`config.mk`:
```
export PLATFORM = sky130hd
export DESIGN_NAME = child_fanin_collector
export DESIGN_NICKNAME = d
export VERILOG_FILES = /design/src/rtl/child_fanin_pkg.sv /design/src/rtl/rr_arbiter.sv /design/src/rtl/child_fanin_collector.sv
export SDC_FILE = /design/constraint.sdc
export NUM_CORES = 1
export LEC_CHECK = 0
export CELL_PAD_IN_SITES_DETAIL_PLACEMENT = 1
export CELL_PAD_IN_SITES_GLOBAL_PLACEMENT = 1
export CORE_ASPECT_RATIO = 1.1
export CORE_MARGIN = 3
export CORE_UTILIZATION = 39
export DETAILED_ROUTE_END_ITERATION = 16
export PLACE_DENSITY_LB_ADDON = 0.1
export SLEW_MARGIN = 25
export SYNTH_ARGS = -nofsm -noshare
export SYNTH_HDL_FRONTEND = slang
export SYNTH_SLANG_ARGS = --single-unit
```
`constraint.sdc`:
```
create_clock -name clk -period 8.3 [get_ports clk]
set_clock_uncertainty 0.2 [all_clocks]
set_input_delay 1.245 -clock clk [delete_from_list [all_inputs] [get_ports clk]]
set_output_delay 1.245 -clock clk [all_outputs]
set_load 0.1 [all_outputs]
```
`src/rtl/child_fanin_pkg.sv`:
```
// Package for the child fan-in collector.
// Holds default sizing parameters and the output-stage state encoding.
// Both are shared by the top level and the round-robin arbiter.
package child_fanin_pkg;

  localparam int NUM_CHILD_DEF = 5;
  localparam int DATA_W_DEF    = 8;
  localparam int SRC_W_DEF     = 3;

  // Output stage occupancy: EMPTY = no beat held, FULL = beat presented upstream
  typedef enum logic {
    EMPTY = 1'b0,
    FULL  = 1'b1
  } state_t;

endpackage

```
`src/rtl/rr_arbiter.sv`:
```
// Round-robin arbiter for the child fan-in collector.
// The search starts at r_ptr, wraps from NUM_CHILD-1 to 0, and grants the
// first requesting child. r_ptr then moves just past the winner.
// Ports:
//   clk, rst  : clock, synchronous active-high reset (r_ptr -> 0)
//   req       : per-child request (child valid)
//   en        : grant enable; when low, gnt is all zero and r_ptr holds
//   gnt       : one-hot grant (combinational)
//   gnt_idx   : index of the granted child (combinational, 0 when no grant)
module rr_arbiter
  import child_fanin_pkg::*;
#(
  parameter int NUM_CHILD = NUM_CHILD_DEF,
  parameter int SRC_W     = SRC_W_DEF
) (
  input  logic                 clk,
  input  logic                 rst,
  input  logic [NUM_CHILD-1:0] req,
  input  logic                 en,
  output logic [NUM_CHILD-1:0] gnt,
  output logic [SRC_W-1:0]     gnt_idx
);

  logic [SRC_W-1:0] r_ptr;
  logic [SRC_W:0]   w_pos;
  logic             w_found;

  // Scan NUM_CHILD positions starting at r_ptr; the extra bit in w_pos
  // absorbs the overflow before the wrap subtraction.
  always_comb begin
    gnt     = '0;
    gnt_idx = '0;
    w_found = 1'b0;
    w_pos   = '0;
    for (int k = 0; k < NUM_CHILD; k++) begin
      w_pos = {1'b0, r_ptr} + (SRC_W+1)'(k);
      if (w_pos >= (SRC_W+1)'(NUM_CHILD)) begin
        w_pos = w_pos - (SRC_W+1)'(NUM_CHILD);
      end
      if (en && !w_found && req[w_pos[SRC_W-1:0]]) begin
        w_found                  = 1'b1;
        gnt[w_pos[SRC_W-1:0]]    = 1'b1;
        gnt_idx                  = w_pos[SRC_W-1:0];
      end
    end
  end

  always_ff @(posedge clk) begin
    if (rst) begin
      r_ptr <= '0;
    end else if (w_found) begin
      r_ptr <= (gnt_idx == SRC_W'(NUM_CHILD-1)) ? '0 : gnt_idx + 1'b1;
    end
  end

endmodule

```
`src/rtl/child_fanin_collector.sv`:
```
// Child fan-in collector: merges NUM_CHILD valid/ready child channels into
// one registered upstream channel, choosing among children round-robin.
//
// Handshake rule (all channels): a beat transfers in a cycle only when both
// valid and ready are high at the rising clock edge; valid never waits on
// ready, and a presented upstream beat holds stable until accepted.
//
// Ports:
//   clk, rst   : clock, synchronous active-high reset
//   in_valid   : per-child valid
//   in_data    : per-child payload, child i at [i*DATA_W +: DATA_W]
//   in_ready   : per-child accept (combinational, one-hot or zero)
//   out_valid  : upstream valid (registered, equals state == FULL)
//   out_ready  : upstream accept
//   out_data   : registered payload
//   out_src    : registered index of the child that supplied out_data
//   beat_cnt   : saturating count of upstream handshakes
//   dbg_state  : output stage state, for observation
module child_fanin_collector
  import child_fanin_pkg::*;
#(
  parameter int NUM_CHILD = NUM_CHILD_DEF,
  parameter int DATA_W    = DATA_W_DEF,
  parameter int SRC_W     = SRC_W_DEF
) (
  input  logic                        clk,
  input  logic                        rst,
  input  logic [NUM_CHILD-1:0]        in_valid,
  input  logic [NUM_CHILD*DATA_W-1:0] in_data,
  output logic [NUM_CHILD-1:0]        in_ready,
  output logic                        out_valid,
  input  logic                        out_ready,
  output logic [DATA_W-1:0]           out_data,
  output logic [SRC_W-1:0]            out_src,
  output logic [15:0]                 beat_cnt,
  output state_t                      dbg_state
);

  state_t              r_state;
  logic [DATA_W-1:0]   r_data;
  logic [SRC_W-1:0]    r_src;
  logic [15:0]         r_beat_cnt;

  logic                w_load_ok;
  logic                w_arb_en;
  logic                w_load;
  logic [NUM_CHILD-1:0] w_gnt;
  logic [SRC_W-1:0]    w_gnt_idx;
  logic [DATA_W-1:0]   w_sel_data;
  logic                w_drain;

  // The register can take a new beat when empty, or when the held beat
  // leaves in this same cycle. Reset blocks all grants.
  assign w_load_ok = (r_state == EMPTY) || out_ready;
  assign w_arb_en  = w_load_ok && !rst;
  assign w_drain   = (r_state == FULL) && out_ready;

  rr_arbiter #(
    .NUM_CHILD (NUM_CHILD),
    .SRC_W     (SRC_W)
  ) u_arb (
    .clk     (clk),
    .rst     (rst),
    .req     (in_valid),
    .en      (w_arb_en),
    .gnt     (w_gnt),
    .gnt_idx (w_gnt_idx)
  );

  assign w_load = |w_gnt;

  // One-hot mux of the winner's payload
  always_comb begin
    w_sel_data = '0;
    for (int i = 0; i < NUM_CHILD; i++) begin
      if (w_gnt[i]) begin
        w_sel_data = in_data[i*DATA_W +: DATA_W];
      end
    end
  end

  always_ff @(posedge clk) begin
    if (rst) begin
      r_state    <= EMPTY;
      r_data     <= '0;
      r_src      <= '0;
      r_beat_cnt <= '0;
    end else begin
      case (r_state)
        EMPTY: if (w_load) r_state <= FULL;
        FULL:  if (out_ready && !w_load) r_state <= EMPTY;
        default: r_state <= EMPTY;
      endcase
      if (w_load) begin
        r_data <= w_sel_data;
        r_src  <= w_gnt_idx;
      end
      if (w_drain && (r_beat_cnt != 16'hFFFF)) begin
        r_beat_cnt <= r_beat_cnt + 16'd1;
      end
    end
  end

  assign in_ready  = w_gnt;
  assign out_valid = (r_state == FULL);
  assign out_data  = r_data;
  assign out_src   = r_src;
  assign beat_cnt  = r_beat_cnt;
  assign dbg_state = r_state;

endmodule

```
==> flow_metrics.tcl, run 1 <==
set metrics [dict create \
    outcome "completed" \
    die_w_um 92.8 \
    leakagePower_nw 1.55 \
    synth_top_family_by_area "compound AO/OA/AOI/OAI gates" \
    detail_route.first_pass.iterations 5 \
    setup_viol 0 \
    start_kind "register" \
    wl_um 11100 \
    crit_top_cell "ha_1" \
    synth_top_area_cell "dfxtp_1" \
    first_global_vias 3664 \
    postCtsResizedCells 0 \
    crit_chain "inv_2 -> ha_1 -> ha_1 -> nor2b_1 -> a21oi_1 -> o32a_1 -> o221a_1 -> a2111oi_2 -> or3b_1 -> o211ai_4 -> clkdlybuf4s50_1" \
    synth-seq-cells 31 \
    clock_path_buffers 2 \
    rr_startpoint "u_arb.r_ptr[1]" \
    fin_crit_sh 0.838 \
    dieArea_um2 9410 \
    ys.flop_type "dfxtp_1" \
    hold_buffers 0 \
    io_buffers 81 \
    cts_made_buffers 5 \
    min_period_ps 6950 \
    hpwlAfterDp_um 8620 \
    yosys.area_share.simple 0.265 \
    fin_setup_tns_ps 0 \
    antenna_found_initial 0 \
    placed_cells 585 \
    tightest_slew_ps 1030 \
    fin_nets 544 \
    ys.warnings.count 0 \
    cp.required_ps 6860 \
    postSynthCellCount 415 \
    cts_root_buf "clkbuf_8" \
    max_stage_delay_ps 1250 \
    slew_viol_final 0 \
    num_rows 34 \
    nFillCells 1025 \
    num_antenna_cells 0 \
    boundaryPins 82 \
    yosys-top-cells-area "dfxtp_1 (19%), nor2_1 (4.4%), ha_1 (4.3%)" \
    gp_congestion 0.978 \
    die_h_um 101 \
    drc 0 \
    grt_setup_unrepaired "no" \
    area_growth_pct 29.4 \
    core-area_um2 8000 \
    wl_per_cell_um 18.7 \
    crit_fanout 18 \
    dr_total_vias 3506 \
    synthAdderAreaFrac 0.0488 \
    synth_compound_area_frac 0.326 \
    drt.antenna.violating_nets 0 \
    via_per_inst 5.91 \
    cts.sinks 31 \
    drive_gt1_frac 0.118 \
    maxCapViolations 0 \
    synth.mux.area_fraction 0.0399 \
    postCtsSetupBuffers 0 \
    async_flop_share 0 \
    clock_latency_ps 280 \
    fmax_ghz 0.144 \
    synth_nets 475 \
    crit_type "register to primary output" \
    startpoint "u_arb.r_ptr[1]" \
    grt_pass1_wl_um 18300 \
    avgSynthCellArea_um2 7.78 \
    grt_max_degree 35 \
    overflow 0 \
    hp-start "out_src[1]" \
    initial_core_util 0.404 \
    synth-seq-area-share 0.192 \
    vdd_drop_max_uv 284 \
    h-tree-depth 2 \
    drt_iter0_drc 210 \
    cts_tree "done" \
    grtUsageTotal 0.240 \
    crit_slowest_cell "clkdlybuf4s50_1" \
    layout_common_cells "clkdlybuf4s50_1 (79), nor2_1 (38), nand2_1 (33)" \
    synth_cell_types 78 \
    netlist_area_um2 3230 \
    power_density_nw_per_um2 477 \
    synth_top_area_frac 0.192 \
    final_cell_count_no_fill 593 \
    synth-xor-area-share 0.0511 \
    cp-end-kind "primary output" \
    hold_viol_final 0 \
    hp-class "register to register" \
    relSlewSlack 0.311 \
    path_clk_slew_ps 70 \
    cp_data_arrival_time_ps 5510 \
    synth-edff-count 0 \
    final_common_cell "clkdlybuf4s50_1" \
]
[where the power goes]
part	internal, W	total [W]	switching (W)
Combinational	0.000548	0.00162	0.00107
Sequential	0.000183	0.000211	0.0000273
Clock	0.0000972	0.000159	0.0000622
Total	0.000828	0.00199	0.00116
[critical path, delay by kind of cell (launching register included)]
kind	cells	cell delay, ps
buffers and inverters	2	1420
flip-flops	1	690
AND/OR/NAND/NOR	2	780
adder cells (fa/ha/maj)	2	820
AO/OA/AOI/OAI	5	1510
[synth_stat cells, types with 3 or more instances]
cell type,n
inv_1,28
a32o_1,9
o21ai_0,21
nand3_1,12
nor2_1,38
xor2_1,7
ha_1,11
o211a_1,3
buf_2,11
nor2b_1,11
nor3_1,12
nand2b_1,9
a31oi_1,10
o211ai_1,3
xnor2_1,10
mux2i_1,7
nand2_1,33
a21oi_1,18
buf_4,4
dfxtp_1,31
a211o_1,3
a2111oi_0,3
nor4_1,6
or2_1,3
nand4_1,3
or2_2,9
o311ai_1,8
and3_1,4
a21o_1,3
and2_1,6
a211oi_2,9
a211oi_1,3
buf_6,3
clkbuf_1,5
[state kept, by name, indices dropped and copies added (netlist names)]
register,cells
beat_cnt,16
u_arb.r_ptr,3
out_src,3
out_data,8
dbg_state,1
[cell families (layout without fill, tap and decap cells)]
kind of cell | after synthesis | after routing
and+or+nand+nor | 163 | 163
AOI/OAI and AO/OA | 126 | 126
buffers and inverters | 53 | 123
DFF | 31 | 31
xor gates and xnor gates | 18 | 18
adders and majority gates | 12 | 12
muxes | 12 | 12
[per-stage QoR]
step | worst slack, ps | hold slack [ps] | power [W] | instance area, µm² | util
CTS | 1340 | 263 | 0.00200 | 4180 | 0.523
floorplan | 2990 | 464 | 0.00149 | 3230 | -
global placement | 1640 | 241 | 0.00180 | 4060 | 0.508
detailed placement | 1570 | 250 | 0.00183 | 4060 | 0.508
finish | 1350 | 256 | 0.00199 | 4180 | 0.523
global route | 1050 | 286 | 0.00213 | 4180 | 0.523
[final cells by class]
| type | count | area (µm²) | share of cell area |
|---|---|---|---|
| inverter | 30 | 113 | 0.0269 |
| timing repair buffer | 85 | 836 | 0.200 |
| tap | 108 | 135 | 0.0323 |
| clock buffer | 6 | 82.6 | 0.0197 |
| sequential | 31 | 621 | 0.148 |
| clock inverter | 2 | 35.0 | 0.00838 |
| multi-input combinational | 331 | 2360 | 0.564 |
[worst paths after layout]
path                                     to  slack [ps]  cells after the start
worst min register to register   out_src[1]         260                      2
worst min-delay path             out_src[1]         260                      2
worst max register to register  out_data[7]        3230                     12
worst max-delay path            in_ready[1]        1350                     11
[routing by layer]
metal / track usage / share of wire / vias up
met2: 0.422 / 0.51 / 123
met4: 0.0654 / 0.016 / 0
met1: 0.307 / 0.41 / 1700
li1: - / - / 1671
met5: 0 / 0 / -
met3: 0.0371 / 0.065 / 12
(Power assumes the default switching activity.)
==> run 2: changes to the inputs <==
- CORE_UTILIZATION: 39 -> 33
- clock period: 8.3 -> 6 ns (I/O delays scaled with it)
==> run 2 against run 1 <==
Via count increased by 0.74%. Sequential power increased by 36%. Cell count increased by 2.7%. Total power increased by 48%. Die area increased by 17%. Worst hold slack improved by 2.2 ps. Critical path type unchanged. Largest cell class unchanged. Largest power group unchanged. Highest routed layer unchanged.
==> flow_metrics.tcl, run 2 (synthesis results as in run 1) <==
set metrics [dict create \
    outcome "completed" \
    dr_total_vias 3532 \
    fin_crit_sh 0.907 \
    fin_area_um2 4320 \
    core-area_um2 9440 \
    die_h_um 110 \
    nFillCells 1170 \
    relSlewSlack 0.324 \
    min_period_ps 5440 \
    crit_slowest_cell "ha_1" \
    final_common_cell "clkdlybuf4s50_1" \
    placed_cells 601 \
    first_global_vias 3806 \
    wl_met1_um 5030 \
    postCtsSetupBuffers 0 \
    cp-end-kind "primary output" \
    boundaryPins 82 \
    cts_made_buffers 5 \
    largest_reg_flops 16 \
    slew_viol_final 0 \
    crit_type "register to primary output" \
    multi_input_area_um2 2360 \
    fin_nets 551 \
    drive_gt1_frac 0.136 \
    fin_setup_tns_ps 0 \
    grt_pass1_wl_um 19400 \
    cp_num_cells 13 \
    pre_cts_ws_ps 845 \
    cp.required_ps 4900 \
    hpwlAfterDp_um 9500 \
    min_path_cells 2 \
    wl_um 12000 \
    cts.sinks 31 \
    num_antenna_cells 0 \
    maxCapViolations 0 \
    cts_tree "done" \
    via_per_inst 5.80 \
    crit_chain "inv_2 -> ha_1 -> ha_1 -> nor2b_1 -> a21oi_1 -> o32a_1 -> o221a_1 -> a2111oi_2 -> or3b_1 -> o32ai_4 -> buf_4 -> or2_1 -> buf_12" \
    worstReg2RegEnd "u_arb.r_ptr[2]" \
    hold_viol_final 0 \
    dieArea_um2 11000 \
    hp-class "register to register" \
    vdd_drop_max_uv 525 \
    drt_iter0_drc 109 \
    hp-start "out_src[1]" \
    grt_max_degree 35 \
    layout_common_cells "clkdlybuf4s50_1 (76), nor2_1 (38), nand2_1 (33)" \
    grtUsageTotal 0.222 \
    crit_fanout 16 \
    crit_top_cell "ha_1" \
    register_area_um2 621 \
    r2r_cells 14 \
    area_growth_pct 33.7 \
    post_dp_cell_area_um2 4190 \
    hold_buffers 0 \
    initial_core_util 0.342 \
    h-tree-depth 2 \
    num_rows 37 \
    cp_data_arrival_time_ps 4340 \
    clock_path_buffers 2 \
    power_density_nw_per_um2 682 \
    drc 0 \
    overflow 0 \
    start_kind "register" \
    setup_viol 0 \
    leakagePower_nw 1.62 \
    path_clk_slew_ps 70 \
    drt.antenna.violating_nets 0 \
    die_w_um 100 \
    rr_startpoint "u_arb.r_ptr[1]" \
    hold_slack_ps 258 \
    antenna_found_initial 0 \
    wl_per_cell_um 19.8 \
    max_stage_delay_ps 620 \
    fmax_ghz 0.184 \
    grt_setup_unrepaired "no" \
    io_buffers 81 \
    detail_route.first_pass.iterations 4 \
    postCtsResizedCells 0 \
    top_layer_used "met4" \
    met2WireLength_um 6040 \
    path_delay_family "compound AO/OA/AOI/OAI gates" \
    crit_buf_inv 3 \
    setup_ws_ps 556 \
    final_cell_count_no_fill 609 \
    cts_root_buf "clkbuf_8" \
    wl_met3_um 571 \
    clock_latency_ps 290 \
    tightest_slew_ps 1010 \
    gp_congestion 0.884 \
    hold_path_end "out_src[1]" \
    rrSetupSlack_ps 1090 \
]
[run 2: worst register-to-register path, cell delays in order, from the launching register on]
cell and delay, ps:
dfxtp_1 470, inv_2 160, ha_1 250, ha_1 620, nor2b_1 240, a21oi_1 60
o32a_1 230, o221a_1 270, a2111oi_2 430, or3b_1 540, or4_1 460, nand3_2 120
buf_4 230, mux2_1 340, o211a_1 200
[run 2: worst max path at each step]
stage	to	from	slack, ps
CTS	in_ready[2]	u_arb.r_ptr[1]	510
global route	in_ready[2]	u_arb.r_ptr[1]	270
global placement	in_ready[2]	u_arb.r_ptr[1]	980
floorplan	in_ready[3]	u_arb.r_ptr[2]	1040
detailed placement	in_ready[2]	u_arb.r_ptr[1]	850
finish	in_ready[2]	u_arb.r_ptr[1]	560
[run 2: area by class of cell]
type | count | share of cell area
inverter | 30 | 0.0261
timing repair buffer | 92 | 0.218
multi-input combinational | 331 | 0.547
clock buffer | 6 | 0.0168
clock inverter | 2 | 0.0139
tap | 117 | 0.0339
sequential | 31 | 0.144
[run 2: per-stage QoR]
stage	utilization	power, W
after CTS	0.457	0.00296
after global routing	0.457	0.00315
final	0.457	0.00294
after global placement	0.443	0.00265
after floorplan	-	0.00207
after detailed placement	0.443	0.00269
[run 2: per-layer routing]
metal,vias to the layer above,GRT usage
li1,1686,-
met1,1731,0.257
met2,89,0.392
met3,26,0.0482
met4,0,0.0953
met5,-,0
[run 2: report_power, final]
group          internal, W  switching, W
clock network     0.000166     0.0000835
logic             0.000855       0.00155
registers         0.000254     0.0000328
